**config.mk**
```make
export PLATFORM = sky130hd
export DESIGN_NAME = rate_counter_flat
export DESIGN_NICKNAME = d
export VERILOG_FILES = /design/src/rtl/rate_counter_if.sv /design/src/rtl/rate_counter.sv /design/src/flat_wrapper.sv
export SDC_FILE = /design/constraint.sdc
export NUM_CORES = 1
export LEC_CHECK = 0
export BUFFER_PORTS_ARGS = -buffer_cell sky130_fd_sc_hd__buf_2
export CORE_MARGIN = 1.5
export CORE_UTILIZATION = 25
export DETAILED_ROUTE_END_ITERATION = 10
export PLACE_DENSITY = 0.49
export SLEW_MARGIN = 20
export SYNTH_ARGS = -nofsm -noshare
export SYNTH_HDL_FRONTEND = slang
export SYNTH_SLANG_ARGS = --single-unit
```
**constraint.sdc**
```tcl
create_clock -name clk -period 6.85 [get_ports clk]
set_clock_uncertainty 0.2 [all_clocks]
set_input_delay 0 -clock clk [delete_from_list [all_inputs] [get_ports clk]]
set_output_delay 0 -clock clk [all_outputs]
set_load 0.005 [all_outputs]
```
**src/rtl/rate_counter_if.sv**
```systemverilog
// Key, control and status signals of rate_counter.
// The bench drives through the master modport; the counter uses slave.
interface rate_counter_if #(
  parameter int unsigned w_cnt = 32
);
  logic             faster;
  logic             slower;
  logic             down;
  logic             pause;
  logic             load;
  logic [w_cnt-1:0] load_value;
  logic [w_cnt-1:0] count;
  logic             tick;
  logic [31:0]      period;
  logic             at_min;
  logic             at_max;

  modport master (
    output faster, slower, down, pause, load, load_value,
    input  count, tick, period, at_min, at_max
  );

  modport slave (
    input  faster, slower, down, pause, load, load_value,
    output count, tick, period, at_min, at_max
  );
endinterface

```
**src/rtl/rate_counter.sv**
```systemverilog
// Up/down counter stepped by a prescaler whose period is halved/doubled by key releases.
// Define RATE_COUNTER_WRAP_EN for a wrapping count; the default build saturates.
module rate_counter #(
  parameter int unsigned clk_mhz     = 50,
  parameter int unsigned w_cnt       = 32,
  parameter int unsigned min_period  = clk_mhz * 1000 * 1000 / 50,
  parameter int unsigned max_period  = clk_mhz * 1000 * 1000 * 3,
  parameter int unsigned init_period = clk_mhz * 1000 * 1000
) (
  input  logic           clk,
  input  logic           rst,
  rate_counter_if.slave  bus
);

  localparam logic [31:0] MIN_P  = 32'(min_period);
  localparam logic [31:0] MAX_P  = 32'(max_period);
  localparam logic [31:0] INIT_P = 32'(init_period);

  logic             faster_q;
  logic             slower_q;
  logic [31:0]      period_q;
  logic [31:0]      presc_q;
  logic [w_cnt-1:0] count_q;

  logic             rel_f;
  logic             rel_s;
  logic [32:0]      doubled;
  logic [31:0]      halved;
  logic [31:0]      period_next;
  logic             tick;
  logic [w_cnt-1:0] count_step;

  always_comb begin
    rel_f       = faster_q & ~bus.faster;
    rel_s       = slower_q & ~bus.slower;
    doubled     = {period_q, 1'b0};
    halved      = period_q >> 1;
    period_next = period_q;
    if (rel_s && !rel_f) begin
      period_next = (doubled > {1'b0, MAX_P}) ? MAX_P : doubled[31:0];
    end else if (rel_f && !rel_s) begin
      period_next = (halved < MIN_P) ? MIN_P : halved;
    end
  end

  // Gated by rst so that a held reset never shows a strobe from the cleared prescaler.
  always_comb begin
    tick = ~rst & ~bus.pause & ~bus.load & (presc_q == '0);
  end

  always_comb begin
    count_step = count_q;
`ifdef RATE_COUNTER_WRAP_EN
    if (bus.down) count_step = count_q - w_cnt'(1);
    else          count_step = count_q + w_cnt'(1);
`else
    if (bus.down) begin
      if (count_q != '0) count_step = count_q - w_cnt'(1);
    end else begin
      if (count_q != '1) count_step = count_q + w_cnt'(1);
    end
`endif
  end

  // Reloads use period_next so a release landing on a reload cycle applies immediately.
  always_ff @(posedge clk) begin
    if (rst) begin
      faster_q <= 1'b0;
      slower_q <= 1'b0;
      period_q <= INIT_P;
      presc_q  <= '0;
      count_q  <= '0;
    end else begin
      faster_q <= bus.faster;
      slower_q <= bus.slower;
      period_q <= period_next;
      if (bus.load) begin
        count_q <= bus.load_value;
        presc_q <= period_next - 32'd1;
      end else if (!bus.pause) begin
        if (presc_q == '0) begin
          presc_q <= period_next - 32'd1;
          count_q <= count_step;
        end else begin
          presc_q <= presc_q - 32'd1;
        end
      end
    end
  end

  assign bus.count  = count_q;
  assign bus.tick   = tick;
  assign bus.period = period_q;
  assign bus.at_min = (period_q == MIN_P);
  assign bus.at_max = (period_q == MAX_P);

endmodule

```
**src/flat_wrapper.sv**
```systemverilog
// flat-port wrapper written by rule: the top's interface ports become plain ports
module rate_counter_flat 
#(
  parameter int unsigned clk_mhz     = 50,
  parameter int unsigned w_cnt       = 32,
  parameter int unsigned min_period  = clk_mhz * 1000 * 1000 / 50,
  parameter int unsigned max_period  = clk_mhz * 1000 * 1000 * 3,
  parameter int unsigned init_period = clk_mhz * 1000 * 1000
)
  (clk, rst, bus_faster, bus_slower, bus_down, bus_pause, bus_load, bus_load_value, bus_count, bus_tick, bus_period, bus_at_min, bus_at_max);
  rate_counter_if #(.w_cnt(w_cnt)) bus_i ();
  input  logic clk;
  input  logic rst;
  input wire logic [$bits(bus_i.faster)-1:0] bus_faster;
  input wire logic [$bits(bus_i.slower)-1:0] bus_slower;
  input wire logic [$bits(bus_i.down)-1:0] bus_down;
  input wire logic [$bits(bus_i.pause)-1:0] bus_pause;
  input wire logic [$bits(bus_i.load)-1:0] bus_load;
  input wire logic [$bits(bus_i.load_value)-1:0] bus_load_value;
  output wire logic [$bits(bus_i.count)-1:0] bus_count;
  output wire logic [$bits(bus_i.tick)-1:0] bus_tick;
  output wire logic [$bits(bus_i.period)-1:0] bus_period;
  output wire logic [$bits(bus_i.at_min)-1:0] bus_at_min;
  output wire logic [$bits(bus_i.at_max)-1:0] bus_at_max;
  assign bus_i.faster = bus_faster;
  assign bus_i.slower = bus_slower;
  assign bus_i.down = bus_down;
  assign bus_i.pause = bus_pause;
  assign bus_i.load = bus_load;
  assign bus_i.load_value = bus_load_value;
  assign bus_count = bus_i.count;
  assign bus_tick = bus_i.tick;
  assign bus_period = bus_i.period;
  assign bus_at_min = bus_i.at_min;
  assign bus_at_max = bus_i.at_max;
  rate_counter #(.clk_mhz(clk_mhz), .w_cnt(w_cnt), .min_period(min_period), .max_period(max_period), .init_period(init_period)) u_core (.clk(clk), .rst(rst), .bus(bus_i));
endmodule
```
# Word-level counts from Yosys, hierarchy flattened
# Cells that the tools add are included.
# W data, S select, Z words.
# totals
romBits,0
regBits,98
output_inout_bits,67
latch_bits,0
ram_bits,0
memories,0
# op_classes
n_reduce_logical,9
add_sub_neg,4
n_lt_le_gt_ge,2
n_eq_ne,5
n_shift,0
n_mux,13
n_bitwise,10
n_div,0
n_mul,0
# ops
operator,n
$mux W32,12
$sub A32 B1 Y32 const B,3
$gt A33 B28 Y1 const B,1
$add A32 B1 Y32 const B,1
$eq A32 B20 Y1 const B,1
$eq A32 B28 Y1 const B,1
$logic_not A32 Y1,1
$ne A32 B32 Y1 const B,1
$reduce_bool A32 Y1,1
$lt A31 B20 Y1 const B,1
$mux W31,1
$and A1 B1 Y1,5
$not A1 Y1,5
$reduce_and A4 Y1,1
$ne A3 B1 Y1 const B,1
$reduce_bool A3 Y1,1
$logic_and A1 B1 Y1,2
$logic_not A1 Y1,2
$ne A2 B1 Y1 const B,1
$reduce_bool A2 Y1,1

# Depth between registers and ports, before layout
# Gate-level depths: netlist of run 1.
# depth
depth_word,10
depth_mapped,16
ltp_nobuf,14

# Worst setup path after synthesis of run 1
# OpenSTA, ideal clock, no wires.
# synth_path
path_kind,flip-flop to flip-flop
startpoint,"register u_core.period_q[23], in the netlist u_core.bus.period[23]"
endpoint,register u_core.presc_q[28]
arrival_ns,3.673
n_path_buf,2
period_less_slack_ns,4.007
path_slack_ns,2.843
t_required_ns,6.516
stages_incl_launch_ff,17
path_cell_list,dfxtp_1 > buf_6 > nor4_4 > or3b_1 > nor4_2 > o22a_1 > buf_6 > nor2_1 > a222oi_1 > ha_1 > o31a_1 > nand2_1 > a21oi_1 > nand2_1 > nor4_1 > xnor2_1 > a21oi_1
# synth_via
elab_chain_len,8
elab_cells_between_ends,10
# synth_rtl
element,line,text
from (decl),rate_counter.sv:21,logic [31:0] period_q;
from (signal assigned),rate_counter.sv:76,period_q <= period_next;
$lt A31 B20 Y1,rate_counter.sv:42,period_next = (halved < MIN_P) ? MIN_P : halved;
$mux W31,rate_counter.sv:42,
$mux W32,rate_counter.sv:41,end else if (rel_f && !rel_s) begin
$mux W32 *,rate_counter.sv:39,if (rel_s && !rel_f) begin
$sub A32 B1 Y32 *,"rate_counter.sv:79, rate_counter.sv:82",
$mux W32,rate_counter.sv:81,if (presc_q == '0) begin
$mux W32,rate_counter.sv:80,end else if (!bus.pause) begin
$mux W32 *,rate_counter.sv:77,if (bus.load) begin
to (signal assigned),rate_counter.sv:79,presc_q <= period_next - 32'd1;
to (signal assigned),rate_counter.sv:82,presc_q <= period_next - 32'd1;
to (signal assigned),rate_counter.sv:85,presc_q <= presc_q - 32'd1;
to (decl),rate_counter.sv:22,logic [31:0] presc_q;
# Every way passes the cells marked *; elsewhere a longest branch is shown, timed or not. The select of a mux whose other input is x is not followed.
# A chain may end at the register's enable or synchronous reset.

# Worst setup path in the final report of run 1
# layout_path
startpoint,"register u_core.period_q[23], in the netlist u_core.bus.period[23]"
endpoint,register u_core.presc_q[30]
# Same word-level chain as after synthesis.

==> results.cfg, run 1 <==
[setup_path]
reg2reg_from = u_core.bus.period[23]
reg2reg_slack_ns = 1.88
cp-end-kind = register
path_buf_inv = 0
reg2reg_depth = 14
critPathMaxStageDelay_ns = 0.51
critPathKind = reg -> reg
critPathTopFamily = simple AND/OR/NAND/NOR gates
cp.arrival_ns = 5.02
crit_start = u_core.bus.period[23]
path_cells = nor4_4 > or3b_1 > nor4_2 > o22a_1 > nor2_1 > a222oi_1 > ha_1 > o31a_1 > nand2_1 > a21oi_1 > nand2_1 > nor4_1 > xnor2_1 > a21oi_1
cp_max_fo = 11
cp-start-kind = register
r2r_end = u_core.presc_q[30]
slowest_stage = a222oi_1
critPathRequiredTime_ns = 6.90

[timing]
tightest_slew_ns = 1.133
slew-limit-headroom = 0.2253
maxSlewViolCount = 0
rsz0062_at_grt = false
finalCritPeriodShare = 0.7255
min_period_ns = 4.970
hold_viol_final = 0
clock.fmax_mhz = 201.2
fin_tns_setup_ns = 0
worst_hold_slack_ns = 0.02431
setup_violations = 0

[yosys]
async_reset_ff_frac = 0
yosysTopAreaCellShare = 0.2522
ys_ff_latch = 98
syn_nets = 1145
netlist_instances = 1072
ys_warn_count = 0
netlist_area_sq_um = 7779
synth_edf_count = 0
ys_types = 74
seq_area_frac_synth = 0.2522
synth.avg_cell_area_sq_um = 7.256
ys_top_cells_by_area = dfxtp_1, a21oi_1, nor2_1, ha_1, o21ai_0
dominantRegCellSynth = dfxtp_1
synth_top_area_cell = dfxtp_1

[min_path]
min_to = u_core.bus.count[28]
min_from = rst
holdPathStages = 3
min_path_type = in -> reg

[clock_tree]
post_cts_resized = 0
cts.path.max_buffers = 2
cts-root-buf = clkbuf_16
clock_latency_ns = 0.37
cts_tree = done
clock_sinks = 98
cts-buffers-inserted = 9
clk_pin_slew_worst_paths_ns = 0.08
htree_levels = 3

[route]
routedWlPerCell_um = 16.70
drt_iter0_drc = 666
drt_first_pass_iters = 5
via_per_inst = 5.300
routed_wirelength_mm = 26.56
detail-route-antenna-nets = 0
drc = 0
via_count = 8427

[place]
gp_congestion = 0.9426
dpl_cell_area_sq_um = 8620
dp_hpwl_mm = 18.92
port_buffers = 105

[floorplan]
die_h_um = 179.4
die_area_sq_um = 32180
io_pins = 106
rows = 64
die_w_um = 179.4
core_area_sq_um = 30590
start_util = 0.2543

[grt]
grt-busiest-layer = met2
use_met1 = 0.2337
grt_usage = 0.1645
grt_pass1_wl_mm = 42.30
grt_pass1_vias = 7867
antenna_found_initial = 0
met2_usage = 0.2546
grt_max_degree = 76
grt-ovfl-total = 0
met3_usage = 0.02658

[power]
power.leakage_nw = 3.824
cellPowerDensity_nw_per_um2 = 176.0
total_power_mw = 1.679
ir_drop_mv = 0.1105

[cells_and_area]
layout_common_cells = nor2_1, buf_2, dfxtp_1
layout-drive-gt1-share = 0.1290
syn_to_final_growth_pct = 22.66
fin_area_sq_um = 9542
diodes = 0
utilization = 0.3119
nets = 1262
final_common_cell = nor2_1

[run_status]
outcome = completed

[run]
cap_viol_max_count = 0
==> per-stage QoR <==
| stage | setup slack (ns) | std cells |
|---|---|---|
| after floorplan | 2.843 | 1072 |
| after global placement | 2.143 | 1512 |
| after detailed placement | 1.982 | 1512 |
| after CTS | 1.961 | 1590 |
| after global routing | 1.490 | 1590 |
| final | 1.880 | 1590 |
==> cell families (layout without fill, tap and decap cells) <==
group / count (synthesis) / count (layout) / synth area share
DFF: 98 / 98 / 0.2522
xor gates and xnor gates: 51 / 51 / 0.05742
adders and majority gates: 35 / 35 / 0.05694
and+or+nand+nor: 441 / 441 / 0.2902
buffers and inverters: 96 / 218 / 0.04874
muxes: 12 / 12 / 0.01544
AOI/OAI and AO/OA: 339 / 339 / 0.2791
==> power breakdown <==
| group | total (mW) | internal, mW | switching, mW |
|---|---|---|---|
| sequential | 0.669 | 0.608 | 0.0617 |
| clock | 0.554 | 0.288 | 0.265 |
| combinational | 0.456 | 0.196 | 0.260 |
==> worst register-to-register path: cells and delay by family, from the launching register on <==
family	cells	cell delay [ns]
adder cells (fa/ha/maj)	1	0.27
XOR/XNOR	1	0.18
AO/OA/AOI/OAI	5	1.63
AND/OR/NAND/NOR	7	2.12
flip-flops	1	0.44
==> timing repair <==
item	4_1_cts	5_1_grt
hold buffers	62	0
buffers inserted	0	0
hold endpoints to repair	34	0
==> metal layers <==
metal / wire (um) / up-vias
met3: 1716 / 33
li1: - / 4219
met5: 0 / -
met4: 463 / 0
met1: 13020 / 3871
met2: 11360 / 304
==> area by class of cell <==
class | count | area (sq um)
fillers | 3330 | 21050
multi-input cells | 878 | 5465
flip-flops and latches | 98 | 1962
repair buffers | 177 | 1224
well taps | 396 | 495.5
clock buffers | 9 | 225.2
inverters | 25 | 93.84
clock inverters | 7 | 76.32
==> registers in the layout, indices dropped and copies added (netlist names) <==
name,cells
u_core.bus.count,32
u_core.presc_q,32
u_core.slower_q,1
u_core.bus.period,32
u_core.faster_q,1
==> worst max-delay path by stage <==
| stage | end | slack, ns | depth (start not counted) |
|---|---|---|---|
| after floorplan | u_core.presc_q[28] | 2.84 | 16 |
| after global placement | u_core.presc_q[28] | 2.14 | 14 |
| after detailed placement | u_core.presc_q[30] | 1.98 | 14 |
| after CTS | u_core.presc_q[30] | 1.96 | 14 |
| after global routing | u_core.presc_q[26] | 1.49 | 14 |
| final | u_core.presc_q[30] | 1.88 | 14 |
==> Yosys cell counts, drive strengths merged, types with 13 or more instances <==
cell and instances:
a211oi 19, a21o 15, a21oi 97, a22oi 13, a31oi 13, clkbuf 65
dfxtp 98, ha 33, inv 25, nand2 78, nand2b 18, nand3 22
nand4 24, nor2 128, nor2b 20, nor3 52, nor4 31, o21ai 79
o22ai 14, xnor2 26, xor2 25
No activity file was read; power rests on OpenSTA's default activity.
==> run 2: changes to the inputs <==
Clock period 6.85 ns to 4.6 ns, I/O delays scaled along.
==> results.cfg, run 2 (synthesized netlist as in run 1, its figures left out) <==
[run_status]
outcome = completed

[cells_and_area]
layout_common_cells = nor2_1, buf_2, dfxtp_1
syn_to_final_growth_pct = 26.41
nets = 1298
diodes = 0
final_common_cell = nor2_1
layout-drive-gt1-share = 0.1577

[grt]
grt_pass1_wl_mm = 43.00
grt_max_degree = 76
grt_pass1_vias = 8112
antenna_found_initial = 0
grt-ovfl-total = 0
grt_usage = 0.1684

[power]
intPower_mw = 1.663
swShare = 0.3409
total_power_mw = 2.523
pwr-share-seq = 0.390
comb_power_share = 0.288
cellPowerDensity_nw_per_um2 = 256.6
switchingPower_mw = 0.8602
power.leakage_nw = 4.004
ir_drop_mv = 0.1619
p_clk_frac = 0.322

[route]
via_per_inst = 5.253
drt_iter0_drc = 703
detail-route-antenna-nets = 0
routedWlPerCell_um = 16.60
drc = 0
via_count = 8541
routed_wirelength_mm = 26.99
drt_first_pass_iters = 4

[run]
cap_viol_max_count = 0

[clock_tree]
cts-buffers-inserted = 9
clk_pin_slew_worst_paths_ns = 0.08
cts_tree = done
clock_latency_ns = 0.37
cts.path.max_buffers = 2
cts-root-buf = clkbuf_16
htree_levels = 3
clock_sinks = 98
postCtsSetupBuffers = 0

[timing]
maxSlewViolCount = 0
clock.fmax_mhz = 232.8
fin_tns_setup_ns = 0
tightest_slew_ns = 1.029
setup_violations = 0
worst_hold_slack_ns = 0.02203
rsz0062_at_grt = false
min_period_ns = 4.296
hold_viol_final = 0
finalCritPeriodShare = 0.9340
slew-limit-headroom = 0.3123

[floorplan]
io_pins = 106
die_area_sq_um = 32180
core_area_sq_um = 30590
die_w_um = 179.4
start_util = 0.2543
rows = 64
die_h_um = 179.4

[min_path]
min_from = bus_load
min_path_type = in -> reg

[place]
dp_hpwl_mm = 19.67
gp_congestion = 0.8910
port_buffers = 105

[setup_path]
cp-end-kind = register
critPathCapture = u_core.presc_q[16]
reg2reg_from = u_core.bus.period[27]
cp.arrival_ns = 4.32
reg2reg_slack_ns = 0.30
reg2reg_depth = 15
r2r_end = u_core.presc_q[16]
critPathKind = reg -> reg
cp-start-kind = register
cp_max_fo = 6
crit_start = u_core.bus.period[27]
critPathRequiredTime_ns = 4.62
==> run 2: power groups by stage <==
stage	logic [mW]	registers, mW	clock network, mW
2_1_floorplan	0.474	0.977	0
3_3_place_gp	0.675	1.00	0
3_5_place_dp	0.677	1.00	0
4_1_cts	0.721	0.981	0.843
5_1_grt	0.812	0.994	0.874
6_report	0.727	0.983	0.813
==> run 2: what timing repair did <==
| item | in CTS | in global routing |
|---|---|---|
| endpoints found under the setup margin | 0 | 17 |
| gates resized for setup | 0 | 2 |
| endpoints found under the hold margin | 34 | 0 |
| hold buffers | 59 | 0 |
==> run 2: worst max-delay path, stage by stage (launching register included) <==
cell and delay (ns):
dfxtp_1 0.38, nor4_4 0.38, or3b_1 0.41, nor4_2 0.38
o22a_1 0.22, nor2_1 0.07, a222oi_1 0.47, ha_1 0.27
o31a_1 0.16, nand2_1 0.06, a21oi_1 0.30, buf_4 0.20
nand4_1 0.11, xor2_1 0.19, a221oi_1 0.27, nor3_1 0.07
==> run 2: worst min-delay path by stage <==
stage | to | slack, ns | cells past startpoint
floorplan | bus_tick | -0.16 | 1
detailed placement | u_core.bus.count[0] | 0.04 | 3
global placement | u_core.bus.count[9] | 0.03 | 3
finish | u_core.bus.count[30] | 0.02 | 3
CTS | u_core.bus.count[30] | 0.02 | 3
global route | u_core.bus.count[28] | 0.09 | 2
==> run 2: per-layer routing <==
metal  up-vias  GRT usage  part of all wire
met5         -          0                 0
li1       4284          -                 -
met4         0    0.04718             0.015
met3        34    0.02574             0.053
met1      3939     0.2351              0.49
met2       284     0.2675              0.44
==> run 2: metrics by stage <==
stage                     cells  worst slack, ns  utilization  area [sq um]
after floorplan            1072           0.5931            -          7779
after global placement     1551           0.4888       0.2917          8922
after detailed placement   1551           0.3478       0.2917          8922
after CTS                  1626          0.02758       0.3210          9821
after global routing       1626          0.06336       0.3215          9833
final                      1626           0.3037       0.3215          9833
==> run 2: layout make-up <==
type | instances | area, sq um
inverters | 25 | 93.84
flip-flops and latches | 98 | 1962
well taps | 396 | 495.5
clock inverters | 6 | 68.82
multi-input cells | 878 | 5475
fillers | 3355 | 20760
clock buffers | 10 | 239.0
repair buffers | 213 | 1499
